File: config.mk
export PLATFORM = sky130hd
export DESIGN_NAME = rob_core
export DESIGN_NICKNAME = d
export VERILOG_FILES = /design/src/rtl/rob_core.sv
export SDC_FILE = /design/constraint.sdc
export NUM_CORES = 1
export LEC_CHECK = 0
export ABC_AREA = 1
export CAP_MARGIN = 10
export CORE_MARGIN = 2
export CORE_UTILIZATION = 65
export CTS_CLUSTER_SIZE = 40
export DETAILED_ROUTE_END_ITERATION = 10
export HOLD_SLACK_MARGIN = 0.06
export PLACE_DENSITY_LB_ADDON = 0.12
export REMOVE_ABC_BUFFERS = 1
export SLEW_MARGIN = 0
export SYNTH_ARGS = -nofsm -noshare
export SYNTH_HDL_FRONTEND = slang
export SYNTH_SLANG_ARGS = --single-unit
export TNS_END_PERCENT = 5
File: constraint.sdc
create_clock -name clk -period 4.25 [get_ports clk]
set_input_delay 0.85 -clock clk [delete_from_list [all_inputs] [get_ports clk]]
set_output_delay 0.85 -clock clk [all_outputs]
set_load 0.005 [all_outputs]
File: src/rtl/rob_core.sv
// Reorder buffer: in-order allocate, out-of-order completion, in-order single retire per cycle.
// Optional feature: define ROB_RETIRE_STATS_EN to add the 32-bit retired_total counter output.
module rob_core #(
    parameter int DEPTH  = 16,
    parameter int IDX_W  = 4,
    parameter int PREG_W = 6
) (
    input  logic              clk,
    input  logic              rstn,
    input  logic              flush,
    input  logic              alloc_valid,
    input  logic [PREG_W-1:0] alloc_dr_p,
    input  logic [PREG_W-1:0] alloc_old_dr,
    output logic              alloc_ready,
    output logic [IDX_W-1:0]  alloc_idx,
    input  logic              cmp0_valid,
    input  logic [IDX_W-1:0]  cmp0_idx,
    input  logic              cmp1_valid,
    input  logic [IDX_W-1:0]  cmp1_idx,
    output logic              retire_valid,
    output logic [IDX_W-1:0]  retire_idx,
    output logic [PREG_W-1:0] retire_dr_p,
    output logic              free_valid,
    output logic [PREG_W-1:0] free_preg,
`ifdef ROB_RETIRE_STATS_EN
    output logic [31:0]       retired_total,
`endif
    output logic [IDX_W:0]    count
);

    localparam logic [IDX_W:0] FULL_CNT = (IDX_W+1)'(DEPTH);

    logic [DEPTH-1:0]  valid_q, valid_d;
    logic [DEPTH-1:0]  done_q, done_d;
    logic [PREG_W-1:0] dr_q  [DEPTH];
    logic [PREG_W-1:0] old_q [DEPTH];
    logic [IDX_W-1:0]  head_q, head_d;
    logic [IDX_W-1:0]  tail_q, tail_d;
    logic [IDX_W:0]    count_q, count_d;
    logic              rv_q, rv_d;
    logic [IDX_W-1:0]  ridx_q, ridx_d;
    logic [PREG_W-1:0] rdr_q, rdr_d;
    logic              fv_q, fv_d;
    logic [PREG_W-1:0] fp_q, fp_d;
    logic              do_alloc;
    logic              do_retire;

    // No look-through: a full ROB refuses allocation even if the head retires this edge.
    assign alloc_ready = (count_q != FULL_CNT);
    assign alloc_idx   = tail_q;
    assign do_alloc    = alloc_valid && alloc_ready;
    // Uses registered done, so an entry completed on this edge retires on the next one.
    assign do_retire   = valid_q[head_q] && done_q[head_q];

    assign retire_valid = rv_q;
    assign retire_idx   = ridx_q;
    assign retire_dr_p  = rdr_q;
    assign free_valid   = fv_q;
    assign free_preg    = fp_q;
    assign count        = count_q;

    always_comb begin
        valid_d = valid_q;
        done_d  = done_q;
        head_d  = head_q;
        tail_d  = tail_q;
        count_d = count_q;
        rv_d    = 1'b0;
        ridx_d  = ridx_q;
        rdr_d   = rdr_q;
        fv_d    = 1'b0;
        fp_d    = fp_q;
        if (flush) begin
            valid_d = '0;
            done_d  = '0;
            head_d  = '0;
            tail_d  = '0;
            count_d = '0;
        end else begin
            if (cmp0_valid && valid_q[cmp0_idx]) done_d[cmp0_idx] = 1'b1;
            if (cmp1_valid && valid_q[cmp1_idx]) done_d[cmp1_idx] = 1'b1;
            if (do_alloc) begin
                valid_d[tail_q] = 1'b1;
                done_d[tail_q]  = 1'b0;
                tail_d          = tail_q + 1'b1;
            end
            if (do_retire) begin
                valid_d[head_q] = 1'b0;
                done_d[head_q]  = 1'b0;
                head_d          = head_q + 1'b1;
                rv_d            = 1'b1;
                ridx_d          = head_q;
                rdr_d           = dr_q[head_q];
                fv_d            = (old_q[head_q] != '0);
                fp_d            = old_q[head_q];
            end
            case ({do_alloc, do_retire})
                2'b10:   count_d = count_q + 1'b1;
                2'b01:   count_d = count_q - 1'b1;
                default: count_d = count_q;
            endcase
        end
    end

    always_ff @(posedge clk or negedge rstn) begin
        if (!rstn) begin
            valid_q <= '0;
            done_q  <= '0;
            head_q  <= '0;
            tail_q  <= '0;
            count_q <= '0;
            rv_q    <= 1'b0;
            ridx_q  <= '0;
            rdr_q   <= '0;
            fv_q    <= 1'b0;
            fp_q    <= '0;
        end else begin
            valid_q <= valid_d;
            done_q  <= done_d;
            head_q  <= head_d;
            tail_q  <= tail_d;
            count_q <= count_d;
            rv_q    <= rv_d;
            ridx_q  <= ridx_d;
            rdr_q   <= rdr_d;
            fv_q    <= fv_d;
            fp_q    <= fp_d;
        end
    end

    // Tag payload is only meaningful under a valid bit, so it needs no reset.
    always_ff @(posedge clk) begin
        if (!flush && do_alloc) begin
            dr_q[tail_q]  <= alloc_dr_p;
            old_q[tail_q] <= alloc_old_dr;
        end
    end

`ifdef ROB_RETIRE_STATS_EN
    logic [31:0] total_q;

    // Survives flush; only reset clears it.
    always_ff @(posedge clk or negedge rstn) begin
        if (!rstn)     total_q <= '0;
        else if (rv_d) total_q <= total_q + 32'd1;
    end

    assign retired_total = total_q;
`endif

endmodule

==> summary.txt <==
Yosys
  – Synth Area in Compound Gates: 0.1260
  – Post-Syn Area per Cell: 10.27 µm²
  – Largest family of logic cells by synthesized area: simple AND/OR/NAND/NOR gates
  – Register area share after synthesis: 0.6475
  – Syn. warnings: 0
  – Synth Area in Adders: 0.01103
  – Synth Register Bits: 255
  – Distinct cells, synth: 37
  – Cells after Synth: 1104
  – Simple-gate share of the synthesized area: 0.1561
  – Ys flop type: edfxtp_1
  – FFs w/ async S/R, synth: 0.2471
  – Mapped Area: 11340 µm²
  – Post-synth EDFFs: 192
  – Post-synthesis mux area share: 0
  – Synth Area in XOR/XNOR: 0.001545

Job
  – Max Cap Viol: 0

Critical path
  – Crit path launch type: flip-flop
  – WP data required: 4.68 ns
  – CP Class: flip-flop to flip-flop
  – R2r setup slk: 1.45 ns
  – Worst EP arrival: 3.24 ns
  – Crit path capture type: flip-flop
  – CP max FO: 10

Route
  – Count of antenna-violating nets left after detailed routing: 0
  – Total wire length: 30.22 mm
  – DR WL/cell: 21.46 µm
  – Remaining DRCs: 0
  – Via Count: 8715
  – First-pass iteration count of the detailed router: 5
  – Vias per cell: 6.190
  – 1st-iter DRT viols: 1126

Clock tree
  – CTS tree: yes
  – Gates resized, CTS repair: 0
  – Clk slew on worst S/H paths: 0.06 ns
  – Clk sinks: 255
  – Longest Clk Path Bufs: 3
  – Cts hold-fix bufs: 0
  – CTS Buf Count: 26
  – Worst skew pair latency: 0.55 ns
  – Htree depth: 1
  – Clk root buf: clkbuf_16
  – # Post-CTS Setup Buffers: 0

GRT
  – Vias in the first global route: 8323
  – Largest net degree at the start of global routing: 101
  – Initial antenna violation count: 0
  – Total track usage: 0.3330
  – First-pass GRT wire length: 46.09 mm
  – GR Overflow Total: 0

Placed design
  – Post-DP HPWL: 18.85 mm
  – IO Port Bufs: 53
  – Placed instance count: 1360
  – Total placed instance area: 12130 µm²
  – Place WS: 1.111 ns
  – GPL Wtd Cong: 0.9644

Floorplan
  – IO Pins: 54
  – Num rows: 48
  – Starting Density: 0.6602
  – Die W: 136.1 µm
  – Die Area: 18520 µm²
  – Die H: 136.1 µm
  – Core area: 17180 µm²

Cells and area
  – Layout cells sized above 1: 0.07861
  – Antenna fix cells: 0
  – Final Cell Area: 12950 µm²
  – Area grow syn2layout: 14.21%
  – Multi-input gate area: 3342 µm²
  – Non-filler cells in the finished layout: 1408
  – Fillers: 1179
  – Register area: 7346 µm²
  – Fin nets: 1199

Pwr
  – Total power: 5.135 mW
  – Worst ir drop on vdd: 0.3624 mV
  – Power per Cell Area: 396.5 nW/µm²
  – Leakage: 4.979 nW

Timing
  – Hold Fails Final Rpt: 0
  – Worst-margin pin slew: 0.9926 ns
  – Skew final: 0.009704 ns
  – Max Freq: 357.0 MHz
  – Slew headroom: 0.3383
  – RSZ-0062 raised after global routing: no
  – Tmin final: 2.801 ns
  – Crit share post-route: 0.6590
  – # setup viols final: 0
  – Final worst slack: 1.449 ns
  – Slew Limit Fails: 0

Outcome
  – Run status: completed

Min path
  – Worst Hold Class: input pin to async pin
[worst max-delay path, cell delays in order (launching register included)]
cell	delay [ns]
dfrtp_1	0.46
nor2_2	0.59
nand2_1	0.13
nand2_1	0.16
inv_1	0.06
nand2_1	0.09
nand3_2	0.18
nor2_1	0.18
inv_1	0.06
nand2_1	0.05
inv_1	0.04
ha_1	0.16
nor2_1	0.20
inv_1	0.06
nand2_1	0.07
nand3_1	0.06
nand3_1	0.09
nand2_1	0.05
[layer usage]
metal  wire (µm)  track usage  vias to the layer above
met5           0            0                        -
met4        1275       0.1418                        0
met3        2679      0.05518                       73
met2       14310       0.5288                      488
met1       11950       0.4606                     4197
li1            -            -                     3957
[path summary, 6_finish.rpt]
check / from / endpoint / cells after the start
max reg2reg: head_q[2]$_DFFE_PN0P_ / count[4]$_DFFE_PN0P_ / 17
min reg2reg: free_preg[5]$_DFFE_PN0P_ / free_preg[5]$_DFFE_PN0P_ / 2
min in group clk: free_preg[5]$_DFFE_PN0P_ / free_preg[5]$_DFFE_PN0P_ / 2
max in group asynchronous: rstn / done_q[10]$_DFF_PN0_ / 2
min: rstn / head_q[0]$_DFFE_PN0P_ / 1
max: head_q[2]$_DFFE_PN0P_ / count[4]$_DFFE_PN0P_ / 17
[Yosys cell counts (8+ instances only)]
| cell | number | share of area |
|---|---|---|
| clkbuf_1 | 35 | 0.012 |
| a21oi_1 | 31 | 0.014 |
| a31oi_1 | 12 | 0.0066 |
| edfxtp_1 | 192 | 0.51 |
| nand2_1 | 169 | 0.056 |
| inv_1 | 98 | 0.032 |
| buf_2 | 8 | 0.0035 |
| o22ai_1 | 65 | 0.036 |
| nand4_1 | 16 | 0.0088 |
| nor3_1 | 13 | 0.0057 |
| o21ai_0 | 116 | 0.051 |
| o21a_1 | 11 | 0.0073 |
| nand3_1 | 44 | 0.019 |
| dfrtp_1 | 63 | 0.14 |
| ha_1 | 10 | 0.011 |
| nor2_1 | 164 | 0.054 |
| o21ai_1 | 16 | 0.0071 |
[flip-flops by register name, indices dropped and copies added (netlist names)]
signal and count:
old_q 96, retire_dr_p 6, done_q 16, count 5, head_q 4, retire_idx 4
retire_valid 1, dr_q 96, free_valid 1, free_preg 6, valid_q 16, alloc_idx 4
[cells by family (layout without fill, tap and decap cells)]
logic type	count (synthesis)	after routing
compound gates	257	257
xor+xnor	2	2
fa+ha+maj	10	10
buf+inv	160	239
flops	255	255
simple gates	420	420
[stage by stage]
| step | hold WS, ns | utilization | TNS [ns] |
|---|---|---|---|
| 5_1_grt | 0.4138 | 0.7540 | 0 |
| 3_5_place_dp | 0.4584 | 0.7061 | 0 |
| 2_1_floorplan | 0.4638 | - | -0.2665 |
| 6_report | 0.3776 | 0.7540 | 0 |
| 3_3_place_gp | 0.4533 | 0.7061 | 0 |
| 4_1_cts | 0.3837 | 0.7540 | 0 |
[report_power, final]
| part | switching, mW | internal [mW] | leakage, nW | total, mW |
|---|---|---|---|---|
| Sequential | 0.0164 | 2.71 | 2.58 | 2.73 |
| Clock | 0.960 | 1.21 | 0.395 | 2.17 |
| Combinational | 0.151 | 0.0844 | 2.00 | 0.235 |
| Total | 1.13 | 4.01 | 4.98 | 5.14 |
[layout make-up]
class | instances | area share
clock inverter | 12 | 0.007246
multi-input combinational | 689 | 0.2580
clock buffer | 36 | 0.05623
inverter | 109 | 0.03217
sequential | 255 | 0.5672
timing repair buffer | 82 | 0.05739
tap | 225 | 0.02174
[placed cells by master, fill, tap and decap left out, types with 2 or more instances in the layout]
cell,synthesis,routed
a21oi_1,31,31
a22o_1,2,2
a31oi_1,12,12
buf_4,2,29
clkbuf_1,35,6
clkbuf_16,0,26
clkbuf_8,0,4
clkdlybuf4s50_1,0,52
clkinv_1,2,4
clkinv_2,0,5
clkinvlp_4,0,3
dfrtp_1,63,62
edfxtp_1,192,192
ha_1,10,10
inv_1,98,98
inv_2,7,7
inv_6,1,2
nand2_1,169,169
nand2_2,2,2
nand3_1,44,44
nand4_1,16,16
nor2_1,164,164
nor2_2,3,3
nor2_4,5,5
nor3_1,13,13
o21a_1,11,11
o21ai_0,116,116
o21ai_1,16,16
o22ai_1,65,65
xor2_1,2,2
(Power assumes the default switching activity.)
